File: src/rtl/display_scan_7seg_pkg.sv
// rtl/display_scan_7seg_pkg.sv - shared types and BCD segment decode for the display blocks
package display_pkg;

  typedef logic [6:0] seg_t;

  localparam seg_t SEG_BLANK = 7'h00;
  localparam seg_t SEG_DASH  = 7'h40;

  typedef enum logic {
    BLANK = 1'b0,
    DRIVE = 1'b1
  } scan_state_t;

  // Active-high pattern, bit0 = a ... bit6 = g; non-BCD codes show a dash.
  function automatic seg_t bcd_to_seg(input logic [3:0] bcd);
    case (bcd)
      4'd0:    return 7'h3F;
      4'd1:    return 7'h06;
      4'd2:    return 7'h5B;
      4'd3:    return 7'h4F;
      4'd4:    return 7'h66;
      4'd5:    return 7'h6D;
      4'd6:    return 7'h7D;
      4'd7:    return 7'h07;
      4'd8:    return 7'h7F;
      4'd9:    return 7'h6F;
      default: return SEG_DASH;
    endcase
  endfunction

endpackage

File: src/rtl/display_scan_7seg_if.sv
// rtl/display_scan_7seg_if.sv - strobe, digit data and pin-side signals of the 7-segment scanner
interface display_scan_7seg_if #(
  parameter int NUM_DIGITS = 6,
  parameter int IDX_W      = $clog2(NUM_DIGITS)
);
  logic                    enable7segmentos;
  logic [4*NUM_DIGITS-1:0] digits;
  logic [NUM_DIGITS-1:0]   blink_mask;
  logic [NUM_DIGITS-1:0]   dp_mask;
  logic                    blank_lead;
  logic [6:0]              segments;
  logic                    dp;
  logic [NUM_DIGITS-1:0]   anodes;
  logic [IDX_W-1:0]        digit_idx;
  logic                    frame_done;

  modport master (
    output enable7segmentos, digits, blink_mask, dp_mask, blank_lead,
    input  segments, dp, anodes, digit_idx, frame_done
  );

  modport slave (
    input  enable7segmentos, digits, blink_mask, dp_mask, blank_lead,
    output segments, dp, anodes, digit_idx, frame_done
  );
endinterface

File: src/rtl/display_scan_7seg_bcd_to_7seg.sv
// rtl/display_scan_7seg_bcd_to_7seg.sv - combinational BCD to active-high 7-segment decoder
module bcd_to_7seg
  import display_pkg::*;
(
  input  logic [3:0] bcd,
  output seg_t       seg
);
  assign seg = bcd_to_seg(bcd);
endmodule

File: src/rtl/display_scan_7seg.sv
// rtl/display_scan_7seg.sv - strobe-driven digit multiplexer with ghost blanking, blink and lead-zero suppression
module display_scan_7seg
  import display_pkg::*;
#(
  parameter int NUM_DIGITS     = 6,
  parameter int ACTIVE_LOW_SEG = 1,
  parameter int ACTIVE_LOW_AN  = 1,
  parameter int BLINK_FRAMES   = 64
) (
  input logic                clk,
  input logic                reset,
  display_scan_7seg_if.slave bus
);
  localparam int IDX_W = $clog2(NUM_DIGITS);
  localparam int CNT_W = (BLINK_FRAMES > 1) ? $clog2(BLINK_FRAMES) : 1;
  typedef logic [IDX_W-1:0] idx_t;
  localparam idx_t LAST_IDX = idx_t'(NUM_DIGITS - 1);
  localparam logic [CNT_W-1:0] CNT_LAST = CNT_W'(BLINK_FRAMES - 1);

  localparam seg_t                  SEG_POL = (ACTIVE_LOW_SEG != 0) ? 7'h7F : 7'h00;
  localparam logic                  DP_POL  = (ACTIVE_LOW_SEG != 0);
  localparam logic [NUM_DIGITS-1:0] AN_POL  = (ACTIVE_LOW_AN != 0) ? '1 : '0;

  scan_state_t           state, state_nx;
  idx_t                  idx, idx_nx;
  logic                  wrapped, wrapped_nx;
  logic [CNT_W-1:0]      frame_cnt, frame_cnt_nx;
  logic                  phase, phase_nx;
  logic                  frame_tick;

  logic [3:0]            nib;
  logic                  blink_bit, dp_bit, blink_off, lead_off, dp_on;
  logic [NUM_DIGITS-1:0] onehot;
  seg_t                  dec_seg, pattern;

  seg_t                  seg_q, seg_nx;
  logic                  dp_q, dp_nx, fd_q, fd_nx;
  logic [NUM_DIGITS-1:0] an_q, an_nx;

  always_ff @(posedge clk or negedge reset) begin
    if (!reset) begin
      state     <= BLANK;
      idx       <= '0;
      wrapped   <= 1'b0;
      frame_cnt <= '0;
      phase     <= 1'b0;
    end else begin
      state     <= state_nx;
      idx       <= idx_nx;
      wrapped   <= wrapped_nx;
      frame_cnt <= frame_cnt_nx;
      phase     <= phase_nx;
    end
  end

  // wrapped marks that the coming BLANK->DRIVE edge starts a new frame (not the post-reset entry)
  always_comb begin
    state_nx   = state;
    idx_nx     = idx;
    wrapped_nx = wrapped;
    case (state)
      BLANK: begin
        state_nx   = DRIVE;
        wrapped_nx = 1'b0;
      end
      DRIVE: begin
        if (bus.enable7segmentos) begin
          state_nx = BLANK;
          if (idx == LAST_IDX) begin
            idx_nx     = '0;
            wrapped_nx = 1'b1;
          end else begin
            idx_nx = idx + 1'b1;
          end
        end
      end
      default: state_nx = BLANK;
    endcase
  end

  assign frame_tick = (state == BLANK) && wrapped;

  always_comb begin
    frame_cnt_nx = frame_cnt;
    phase_nx     = phase;
    if (frame_tick) begin
      if (frame_cnt == CNT_LAST) begin
        frame_cnt_nx = '0;
        phase_nx     = ~phase;
      end else begin
        frame_cnt_nx = frame_cnt + 1'b1;
      end
    end
  end

  always_comb begin
    nib       = '0;
    blink_bit = 1'b0;
    dp_bit    = 1'b0;
    onehot    = '0;
    for (int i = 0; i < NUM_DIGITS; i++) begin
      if (idx == idx_t'(i)) begin
        nib       = bus.digits[4*i +: 4];
        blink_bit = bus.blink_mask[i];
        dp_bit    = bus.dp_mask[i];
        onehot[i] = 1'b1;
      end
    end
  end

  bcd_to_7seg u_dec (
    .bcd (nib),
    .seg (dec_seg)
  );

  // phase_nx so the first digit of a toggling frame already sees the new phase
  assign blink_off = blink_bit & phase_nx;
  assign lead_off  = bus.blank_lead && (idx == LAST_IDX) && (nib == 4'd0);
  assign pattern   = (blink_off || lead_off) ? SEG_BLANK : dec_seg;
  assign dp_on     = dp_bit & ~blink_off;

  always_comb begin
    seg_nx = SEG_BLANK ^ SEG_POL;
    dp_nx  = DP_POL;
    an_nx  = AN_POL;
    fd_nx  = 1'b0;
    if (state == BLANK) begin
      seg_nx = pattern ^ SEG_POL;
      dp_nx  = dp_on ^ DP_POL;
      an_nx  = onehot ^ AN_POL;
      fd_nx  = frame_tick;
    end else if (!bus.enable7segmentos) begin
      seg_nx = seg_q;
      dp_nx  = dp_q;
      an_nx  = an_q;
    end
  end

  always_ff @(posedge clk or negedge reset) begin
    if (!reset) begin
      seg_q <= SEG_BLANK ^ SEG_POL;
      dp_q  <= DP_POL;
      an_q  <= AN_POL;
      fd_q  <= 1'b0;
    end else begin
      seg_q <= seg_nx;
      dp_q  <= dp_nx;
      an_q  <= an_nx;
      fd_q  <= fd_nx;
    end
  end

  assign bus.segments   = seg_q;
  assign bus.dp         = dp_q;
  assign bus.anodes     = an_q;
  assign bus.frame_done = fd_q;
  assign bus.digit_idx  = idx;

endmodule
File: src/flat_wrapper.sv
// flat-port wrapper written by rule: the top's interface ports become plain ports
module display_scan_7seg_flat import display_pkg::*;
#(
  parameter int NUM_DIGITS     = 6,
  parameter int ACTIVE_LOW_SEG = 1,
  parameter int ACTIVE_LOW_AN  = 1,
  parameter int BLINK_FRAMES   = 64
)
  (clk, reset, bus_enable7segmentos, bus_digits, bus_blink_mask, bus_dp_mask, bus_blank_lead, bus_segments, bus_dp, bus_anodes, bus_digit_idx, bus_frame_done);
  display_scan_7seg_if #(.NUM_DIGITS(NUM_DIGITS)) bus_i ();
  input logic clk;
  input logic reset;
  input wire logic [$bits(bus_i.enable7segmentos)-1:0] bus_enable7segmentos;
  input wire logic [$bits(bus_i.digits)-1:0] bus_digits;
  input wire logic [$bits(bus_i.blink_mask)-1:0] bus_blink_mask;
  input wire logic [$bits(bus_i.dp_mask)-1:0] bus_dp_mask;
  input wire logic [$bits(bus_i.blank_lead)-1:0] bus_blank_lead;
  output wire logic [$bits(bus_i.segments)-1:0] bus_segments;
  output wire logic [$bits(bus_i.dp)-1:0] bus_dp;
  output wire logic [$bits(bus_i.anodes)-1:0] bus_anodes;
  output wire logic [$bits(bus_i.digit_idx)-1:0] bus_digit_idx;
  output wire logic [$bits(bus_i.frame_done)-1:0] bus_frame_done;
  assign bus_i.enable7segmentos = bus_enable7segmentos;
  assign bus_i.digits = bus_digits;
  assign bus_i.blink_mask = bus_blink_mask;
  assign bus_i.dp_mask = bus_dp_mask;
  assign bus_i.blank_lead = bus_blank_lead;
  assign bus_segments = bus_i.segments;
  assign bus_dp = bus_i.dp;
  assign bus_anodes = bus_i.anodes;
  assign bus_digit_idx = bus_i.digit_idx;
  assign bus_frame_done = bus_i.frame_done;
  display_scan_7seg #(.NUM_DIGITS(NUM_DIGITS), .ACTIVE_LOW_SEG(ACTIVE_LOW_SEG), .ACTIVE_LOW_AN(ACTIVE_LOW_AN), .BLINK_FRAMES(BLINK_FRAMES)) u_core (.clk(clk), .reset(reset), .bus(bus_i));
endmodule
File: config.mk
export PLATFORM = sky130hd
export DESIGN_NAME = display_scan_7seg_flat
export DESIGN_NICKNAME = d
export VERILOG_FILES = /design/src/rtl/display_scan_7seg_pkg.sv /design/src/rtl/display_scan_7seg_if.sv /design/src/rtl/display_scan_7seg_bcd_to_7seg.sv /design/src/rtl/display_scan_7seg.sv /design/src/flat_wrapper.sv
export SDC_FILE = /design/constraint.sdc
export NUM_CORES = 1
export LEC_CHECK = 0
export ABC_AREA = 1
export CAP_MARGIN = 5
export CORE_MARGIN = 2
export CORE_UTILIZATION = 46
export CTS_CLUSTER_SIZE = 25
export DETAILED_ROUTE_END_ITERATION = 12
export PLACE_DENSITY = 0.8
export SETUP_SLACK_MARGIN = 0.05
export SLEW_MARGIN = 20
export SYNTH_ARGS = -nofsm -noshare
export SYNTH_HDL_FRONTEND = slang
export SYNTH_SLANG_ARGS = --single-unit
File: constraint.sdc
create_clock -name clk -period 2.9 [get_ports clk]
set_input_delay 0.58 -clock clk [delete_from_list [all_inputs] [get_ports clk]]
set_output_delay 0.58 -clock clk [all_outputs]
set_load 0.05 [all_outputs]
==> flow_summary.json, run 1 <==
{
  "pre_cts_ws_ns": 0.227,
  "setup-tns-final_ns": 0,
  "cp-start-kind": "flop",
  "avgViaCountPerCell": 5.01,
  "cp.arrival_ns": 2.77,
  "cap_violations": 0,
  "synth-seq-cells": 27,
  "clock_skew_ns": 0.00857,
  "wl_per_cell_um": 12.4,
  "irDropWorstVdd_mv": 0.510,
  "hp-class": "reg -> reg",
  "gp_congestion": 0.918,
  "synth_edf_count": 0,
  "max_freq_mhz": 393,
  "max_slew.worst_pin.slew_ns": 0.527,
  "syn_area_mm2": 0.00177,
  "drtIter0Drc": 111,
  "grt_pass1_wl_mm": 7.31,
  "cts-buffers-inserted": 3,
  "setup_slack_ns": 0.356,
  "synth_area_per_cell_um2": 7.49,
  "clk_path_buf_depth": 2,
  "cts_tree": "built",
  "num_io_pins": 58,
  "cts_sinks": 27,
  "yosys-top-cells-area": "dfstp_2 (21%), dfrtp_1 (18%), nand2_1 (10%)",
  "whs_ns": 0.498,
  "status": "finished clean",
  "portBuffers": 57,
  "relSlewSlack_pct": 64.8,
  "die_h_um": 66.0,
  "final_nets": 341,
  "grt_max_degree": 28,
  "cp-end-kind": "flop",
  "fillers": 338,
  "yosysSeqAreaShare_pct": 39.2,
  "antenna_found_initial": 0,
  "route.detailed.drc": 0,
  "die_w_um": 66.0,
  "period_minus_slack_ns": 2.54,
  "dr.pass1.iters": 6,
  "ys.flop_type": "dfstp_2",
  "rows": 22,
  "drv_slew": 0,
  "multi_input_comb_area_um2": 898,
  "coreArea_mm2": 0.00369,
  "netlist-cell-type-count": 34,
  "finalWirelength_mm": 4.22,
  "antenna_left": 0,
  "final-seq-area_um2": 696,
  "leakage_nw": 1.10,
  "power_density_mw_per_mm2": 1030,
  "power_mw": 2.51,
  "die_area_mm2": 0.00435,
  "ys_warn_count": 0,
  "cts_root_buf": "clkbuf_8",
  "dp_hpwl_mm": 3.44,
  "dp.cells": 337,
  "min_period_over_period_pct": 87.7,
  "holdBufCountCts": 0,
  "area.growth.synth_to_final_pct": 37.3,
  "start_util_pct": 47.9,
  "vias": 1710,
  "hold_viol": 0,
  "crit_required_ns": 3.12,
  "grt_setup_unrepaired": "no",
  "setup_viol": 0,
  "syn_nets": 283,
  "track_usage_pct": 21.7,
  "synth.largest_area_cell": "dfstp_2",
  "diodes": 0,
  "cts_htree_levels": 1,
  "cp_max_fo": 15,
  "clk-insertion-delay-late_ns": 0.28,
  "crit_type": "reg -> reg",
  "clkTransAtPathRegs_ns": 0.09,
  "instances_no_fill": 341,
  "drive_gt1_share_pct": 14.7,
  "grt-ovfl-total": 0,
  "grt_pass1_vias": 1656,
  "async_flop_share_pct": 100,
  "ys_top_cells_by_count": "nand2_1 (48), inv_1 (32), nand3_1 (28), nor2_1 (21), a21oi_1 (15)",
  "synth_top_cell_area_share_pct": 20.8,
  "yosysMostFrequentCell": "nand2_1",
  "synthCells": 236
}
==> metal layers <==
metal	vias up	wire, um	GRT usage, %
met5	-	0	0
met4	0	91	9.18
met3	9	114	1.36
met2	41	2080	38.0
met1	777	1940	27.7
li1	883	-	-
==> sequential cells by signal, summed over array words and instances, names as in the netlist <==
name / cells
u_core.bus.segments: 7
u_core.phase: 1
u_core.bus.anodes: 6
u_core.bus.digit_idx: 3
u_core.bus.dp: 1
u_core.bus.frame_done: 1
u_core.frame_cnt: 6
u_core.state: 1
u_core.wrapped: 1
==> final cells by class <==
class | count | share of cell area, %
Timing Repair Buffer | 60 | 24.5
Multi-Input combinational cell | 167 | 37.0
Tap cell | 48 | 2.48
Clock buffer | 3 | 1.70
Sequential cell | 27 | 28.7
Inverter | 35 | 5.42
Clock inverter | 1 | 0.206
==> timing repair <==
action	CTS	global route
setup buffers	0	0
hold endpoints to repair	0	0
resized for setup	0	3
endpoints found under the setup margin	0	7
==> through the flow <==
| step | utilization [%] | area (um2) |
|---|---|---|
| 2_1_floorplan | - | 1770 |
| 3_3_place_gp | 64.3 | 2370 |
| 3_5_place_dp | 64.3 | 2370 |
| 4_1_cts | 65.6 | 2420 |
| 5_1_grt | 65.7 | 2420 |
| 6_report | 65.7 | 2420 |
==> worst max-delay path, stage by stage, from the launching register on <==
cell and delay [ns]:
dfrtp_1 0.43, inv_2 0.25, ha_2 0.34, inv_1 0.13
or2_2 0.28, nand3_1 0.08, nand2_1 0.06, nand2_1 0.14
inv_1 0.10, ha_1 0.28, inv_1 0.06, nand2_1 0.07
nand3_1 0.09, nand3_1 0.08, nand2_1 0.07, inv_1 0.04
==> cells by family (layout without fill, tap and decap cells) <==
group	after synthesis	in the layout	share of synthesized area (%)
simple gates	127	127	34.6
xor+xnor	3	3	1.49
buf+inv	42	99	10.1
fa+ha+maj	7	7	4.96
compound gates	30	30	9.70
flops	27	27	39.2
==> path summary, 6_finish.rpt <==
kind	from	endpoint	slack [ns]	cells past startpoint
setup / recovery	u_core.bus.digit_idx[2]	u_core.bus.segments[3]	0.36	15
min in group asynchronous	reset	u_core.frame_cnt[0]	0.66	2
hold / removal	u_core.frame_cnt[4]	u_core.frame_cnt[4]	0.50	1
hold reg to reg	u_core.frame_cnt[4]	u_core.frame_cnt[4]	0.50	1
setup reg to reg	u_core.bus.digit_idx[2]	u_core.bus.segments[3]	0.36	15
max in group asynchronous	reset	u_core.bus.dp	1.94	2
==> layout by cell type, fill, tap and decap left out, types with 2 or more instances in the layout <==
cell type | synthesis | layout
xor2_1 | 2 | 2
nand3_1 | 28 | 28
nand4_1 | 8 | 8
buf_4 | 0 | 3
o22ai_1 | 2 | 2
clkbuf_8 | 0 | 3
clkdlybuf4s50_1 | 0 | 57
inv_2 | 3 | 3
dfrtp_2 | 0 | 2
nor2_4 | 2 | 2
dfrtp_1 | 13 | 11
ha_1 | 7 | 6
dfstp_2 | 14 | 14
nor2_1 | 21 | 21
or2_2 | 7 | 7
a21oi_1 | 15 | 15
nor3_1 | 2 | 2
inv_1 | 32 | 32
nand2_1 | 48 | 48
o21ai_0 | 6 | 6
nand2_2 | 5 | 5
or2_0 | 2 | 2
==> power breakdown <==
group,switching (mW),internal [mW]
clock,0.118,0.0964
sequential,0.112,0.540
combinational,1.07,0.577
total,1.30,1.21
No activity file was read; power rests on OpenSTA's default activity.
==> inputs of run 2 (changes only) <==
--- a/config.mk
+++ b/config.mk
@@ -11,7 +11,7 @@
 export CORE_UTILIZATION = 46
 export CTS_CLUSTER_SIZE = 25
 export DETAILED_ROUTE_END_ITERATION = 12
-export PLACE_DENSITY = 0.8
+export PLACE_DENSITY_LB_ADDON = 0.25
 export SETUP_SLACK_MARGIN = 0.05
 export SLEW_MARGIN = 20
 export SYNTH_ARGS = -nofsm -noshare
==> run 2 against run 1 <==
  * Critical endpoint is now u_core.bus.segments[2]
  * Sequential cell count unchanged
  * Register-to-register slack improved by 0.02 ns
  * Largest power group unchanged
  * Combinational power is essentially flat
  * Clock power is 4% lower
  * Via count fell by 0.53%
  * Total power fell by 1.3%
  * Global-route usage fell by 1.5 points
  * Clock-buffer cell count rose by 1
  * Sequential share of layout area is 0.081 points lower
==> flow_summary.json, run 2 (synthesis results as in run 1) <==
{
  "status": "finished clean",
  "grt_max_degree": 20,
  "clock_skew_ns": 0.00291,
  "clk-insertion-delay-late_ns": 0.26,
  "crit_path_cell_trace": "inv_2 > nand3_1 > inv_1 > nand2_1 > nand3_1 > nand2_1 > nand3_1 > nand2_1 > nand2_1 > inv_1 > ha_1 > nand4_1 > inv_1 > nand2_1 > nand2_2 > nor2_4 > nand3_1 > nand2_1 > inv_1",
  "die_w_um": 66.0,
  "dr.pass1.iters": 4,
  "max_freq_mhz": 396,
  "crit_required_ns": 3.11,
  "dp_hpwl_mm": 3.39,
  "cp_common_cell": "nand2_1",
  "max_slew.worst_pin.slew_ns": 0.832,
  "wl_met1_mm": 1.94,
  "cp_max_fo": 15,
  "num_io_pins": 58,
  "setup-tns-final_ns": 0,
  "cts_sinks": 27,
  "postCtsSetupBuffers": 0,
  "wl_met2_mm": 2.04,
  "holdBufCountCts": 0,
  "largest_reg_flops": 7,
  "postPlaceCellArea_mm2": 0.00238,
  "rows": 22,
  "cts_root_buf": "clkbuf_8",
  "setup_viol": 0,
  "area.growth.synth_to_final_pct": 37.4,
  "die_h_um": 66.0,
  "clkTransAtPathRegs_ns": 0.09,
  "final_nets": 342,
  "cts_tree": "built",
  "postCtsResizedCells": 0,
  "fillers": 327,
  "final_area_mm2": 0.00243,
  "gp_congestion": 0.916,
  "period_minus_slack_ns": 2.52,
  "hp-class": "reg -> reg",
  "antenna_found_initial": 0,
  "grt_pass1_wl_mm": 6.91,
  "crit_type": "reg -> reg",
  "route.detailed.drc": 0,
  "power_density_mw_per_mm2": 1020,
  "slowest_stage": "dfrtp_1",
  "highest_layer": "met4",
  "multi_input_comb_area_um2": 896,
  "clk_path_buf_depth": 2,
  "hold_viol": 0,
  "grt_pass1_vias": 1618,
  "antenna_left": 0,
  "start_util_pct": 47.9,
  "irDropWorstVdd_mv": 0.607,
  "wl_met3_um": 142,
  "drv_slew": 0,
  "cap_violations": 0,
  "critPathMaxStageDelay_ns": 0.43,
  "cp.arrival_ns": 2.73,
  "leakage_nw": 1.11,
  "die_area_mm2": 0.00435,
  "avgViaCountPerCell": 4.97,
  "track_usage_pct": 20.2,
  "grt_setup_unrepaired": "no",
  "vias": 1701,
  "diodes": 0,
  "drtIter0Drc": 68,
  "wl_per_cell_um": 12.1,
  "min_period_over_period_pct": 87.0,
  "coreArea_mm2": 0.00369,
  "relSlewSlack_pct": 44.3,
  "drive_gt1_share_pct": 13.9,
  "cts_htree_levels": 1,
  "finalWirelength_mm": 4.15,
  "grt-ovfl-total": 0,
  "cts-buffers-inserted": 3,
  "final-seq-area_um2": 694,
  "cp-start-kind": "flop",
  "final_cell_mix": "clkdlybuf4s50_1 (57), nand2_1 (48), inv_1 (32), nand3_1 (28), nor2_1 (21)",
  "final_common_cell": "clkdlybuf4s50_1",
  "cp-end-kind": "flop",
  "portBuffers": 57
}
==> run 2: critical path, delay by kind of cell (launching register included) <==
family / cells / cell delay (ns)
buffers and inverters: 5 / 0.58
AND/OR/NAND/NOR: 13 / 1.25
adder cells (fa/ha/maj): 1 / 0.21
flip-flops: 1 / 0.43
==> run 2: final cells by class <==
type | instances | share of cell area [%]
Multi-Input combinational cell | 167 | 36.9
Sequential cell | 27 | 28.6
Timing Repair Buffer | 61 | 24.7
Inverter | 35 | 5.41
Tap cell | 48 | 2.47
Clock buffer | 4 | 1.86
==> run 2: per-layer routing <==
layer / vias to the layer above / GRT usage, %
met2: 41 / 35.2
li1: 884 / -
met3: 2 / 2.21
met1: 774 / 27.1
met5: - / 0
met4: 0 / 4.59
==> run 2: final timing paths <==
check,slack (ns),cells past startpoint,to,startpoint
max,0.38,19,u_core.bus.segments[2],u_core.bus.digit_idx[2]
min reg2reg,0.51,2,u_core.bus.anodes[3],u_core.bus.anodes[3]
min,0.51,2,u_core.bus.anodes[3],u_core.bus.anodes[3]
max reg2reg,0.38,19,u_core.bus.segments[2],u_core.bus.digit_idx[2]
min in group asynchronous,0.79,1,u_core.bus.digit_idx[1],reset
max in group asynchronous,1.40,2,u_core.bus.anodes[5],reset
==> run 2: report_power, final <==
part | switching [mW] | leakage (nW) | internal, mW | total [mW]
Combinational | 1.05 | 0.769 | 0.572 | 1.63
Sequential | 0.106 | 0.315 | 0.538 | 0.644
Clock | 0.107 | 0.0228 | 0.0982 | 0.205
==> run 2: metrics by stage <==
step                hold WS [ns]  power (mW)  utilization, %  instances  worst slack, ns
floorplan                  0.284        1.86               -        236            0.289
global placement           0.486        2.24            64.6        338            0.418
detailed placement         0.496        2.27            64.6        338            0.327
CTS                        0.512        2.48            65.8        342            0.341
global route               0.542        2.69            65.8        342           0.0645
finish                     0.512        2.47            65.8        342            0.376
==> inputs of run 3 (changes only) <==
--- a/config.mk
+++ b/config.mk
@@ -5,7 +5,6 @@
 export SDC_FILE = /design/constraint.sdc
 export NUM_CORES = 1
 export LEC_CHECK = 0
-export ABC_AREA = 1
 export CAP_MARGIN = 5
 export CORE_MARGIN = 2
 export CORE_UTILIZATION = 46
==> run 3 against run 2 <==
  * Clock power hardly changed
  * Die area is 0.55% higher
  * Sequential share of layout area is 0.12 points higher
  * Maximum frequency is 2.1% lower
  * Combinational power is 6% higher
  * Cell count is 17% lower
  * Critical path depth is 7 lower
==> flow_summary.json, run 3 <==
{
  "clkTransAtPathRegs_ns": 0.09,
  "gr-max-usage-layer": "met2",
  "ys_warn_count": 0,
  "avgViaCountPerCell": 5.34,
  "antenna_left": 0,
  "max_slew.worst_pin.slew_ns": 0.698,
  "setup_viol": 0,
  "postCtsSetupBuffers": 0,
  "grt_setup_unrepaired": "no",
  "multi_input_comb_area_um2": 980,
  "grt-ovfl-total": 0,
  "synth.largest_area_cell": "dfstp_2",
  "fillers": 334,
  "drv_slew": 0,
  "synth_area_per_cell_um2": 9.76,
  "rr_worst_depth": 12,
  "hp-start": "u_core.frame_cnt[5]",
  "antenna_found_initial": 0,
  "hold_viol": 0,
  "cap_violations": 0,
  "synthCells": 182,
  "netlist-cell-type-count": 53,
  "final_cell_mix": "clkdlybuf4s50_1 (57), nor2_1 (22), a21oi_1 (15), dfstp_2 (14), nand2_1 (13)",
  "period_minus_slack_ns": 2.58,
  "yosysMostFrequentCell": "nor2_1",
  "crit_type": "reg -> reg",
  "grt_pass1_vias": 1541,
  "final-seq-area_um2": 694,
  "vias": 1522,
  "area.growth.synth_to_final_pct": 36.1,
  "coreArea_mm2": 0.00369,
  "leakage_nw": 0.989,
  "grt_max_degree": 29,
  "rows": 22,
  "start_util_pct": 48.2,
  "cp-start-kind": "flop",
  "die_area_mm2": 0.00438,
  "holdBufCountCts": 0,
  "hp-class": "reg -> reg",
  "relSlewSlack_pct": 53.3,
  "cts-buffers-inserted": 3,
  "portBuffers": 57,
  "crit_required_ns": 3.07,
  "cts_root_buf": "clkbuf_8",
  "num_io_pins": 58,
  "syn_area_mm2": 0.00178,
  "final_nets": 285,
  "r2r_end": "u_core.bus.segments[4]",
  "grt_pass1_wl_mm": 6.72,
  "irDropWorstVdd_mv": 0.674,
  "whs_ns": 0.503,
  "max_freq_mhz": 388,
  "dp_hpwl_mm": 3.24,
  "status": "finished clean",
  "clock_skew_ns": 0.00178,
  "ys.flop_type": "dfstp_2",
  "ys_top_cells_by_count": "nor2_1 (23), a21oi_1 (15), dfstp_2 (14), dfrtp_1 (13), nand2_1 (13)",
  "power_density_mw_per_mm2": 1060,
  "min_period_over_period_pct": 88.9,
  "power_mw": 2.55,
  "use_met3_pct": 3.75,
  "cts_sinks": 27,
  "dr.pass1.iters": 4,
  "clk-insertion-delay-late_ns": 0.27,
  "diodes": 0,
  "final_common_cell": "clkdlybuf4s50_1",
  "die_h_um": 66.2,
  "setup-tns-final_ns": 0,
  "synth-seq-cells": 27,
  "pre_cts_ws_ns": 0.142,
  "clk_path_buf_depth": 2,
  "gp_congestion": 0.791,
  "r2r_slack_ns": 0.32,
  "drive_gt1_share_pct": 19.0,
  "grt_use_met1_pct": 24.1,
  "hold_end": "u_core.frame_cnt[5]",
  "final_core_util_pct": 65.5,
  "die_w_um": 66.2,
  "use_met2_pct": 36.8,
  "async_flop_share_pct": 100,
  "cp_max_fo": 12,
  "route.detailed.drc": 0,
  "track_usage_pct": 19.8,
  "synth_edf_count": 0,
  "syn_nets": 229,
  "cp.arrival_ns": 2.75,
  "wl_per_cell_um": 14.5,
  "whs_path_depth": 1,
  "cp-end-kind": "flop",
  "largest_reg_flops": 7,
  "finalWirelength_mm": 4.14,
  "drtIter0Drc": 106,
  "cts_htree_levels": 1,
  "cts_tree": "built",
  "yosysSeqAreaShare_pct": 39.0,
  "yosys-top-cells-area": "dfstp_2 (21%), dfrtp_1 (18%), ha_1 (4.9%)",
  "setup_slack_ns": 0.321,
  "synth_top_cell_area_share_pct": 20.7,
  "postCtsResizedCells": 0,
  "rr_startpoint": "u_core.bus.digit_idx[0]"
}
-- run 3: final cells by class --
type | count | area share [%]
flip-flops and latches | 27 | 28.7
multi-input cells | 136 | 40.5
clock buffers | 4 | 1.86
repair buffers | 62 | 25.2
well taps | 48 | 2.48
inverters | 8 | 1.24
-- run 3: worst max-delay path by stage --
stage | cells after the start | from | slack (ns) | to
final | 12 | u_core.bus.digit_idx[0] | 0.32 | u_core.bus.segments[4]
after floorplan | 15 | u_core.bus.digit_idx[0] | 0.06 | u_core.bus.segments[1]
after detailed placement | 10 | bus_digits[4] | 0.14 | u_core.bus.segments[0]
after global placement | 10 | bus_digits[4] | 0.25 | u_core.bus.segments[4]
after CTS | 12 | u_core.bus.digit_idx[0] | 0.32 | u_core.bus.segments[4]
after global routing | 10 | u_core.bus.digit_idx[0] | 0.11 | u_core.bus.segments[0]
-- run 3: kinds of logic (layout without fill, tap and decap cells) --
family / count (synthesis) / after routing / synth area share [%]
AND/OR/NAND/NOR: 63 / 63 / 19.0
AO/OA/AOI/OAI: 51 / 51 / 22.6
flip-flops: 27 / 27 / 39.0
buffers and inverters: 19 / 74 / 6.13
multiplexers: 10 / 10 / 5.85
adder cells (fa/ha/maj): 7 / 7 / 4.93
XOR/XNOR: 5 / 5 / 2.46
-- run 3: worst max-delay path, stage by stage (launching register included) --
cell	delay, ns
dfrtp_2	0.40
and2_1	0.15
ha_1	0.34
nor2_2	0.17
o221ai_1	0.15
a22oi_2	0.34
inv_2	0.11
ha_2	0.20
nand2_1	0.06
nor3_1	0.05
o2bb2ai_2	0.16
o32ai_1	0.29
a21oi_1	0.08
-- run 3: report_power, final --
group / internal, mW / switching [mW] / total (mW)
combinational: 0.679 / 1.05 / 1.72
clock: 0.0983 / 0.110 / 0.208
sequential: 0.547 / 0.0746 / 0.621
total: 1.32 / 1.23 / 2.55
-- run 3: layer usage --
metal	up-vias	part of all wire, %	wire [um]
met5	-	0	0
met4	0	0.75	31
met3	4	5.0	206
met2	40	49	2010
met1	719	46	1890
li1	759	-	-
-- run 3: stage by stage --
step / cell area (um2) / std cells
after floorplan: 1810 / 182
after global routing: 2420 / 285
final: 2420 / 285
after detailed placement: 2370 / 281
after global placement: 2370 / 281
after CTS: 2420 / 285
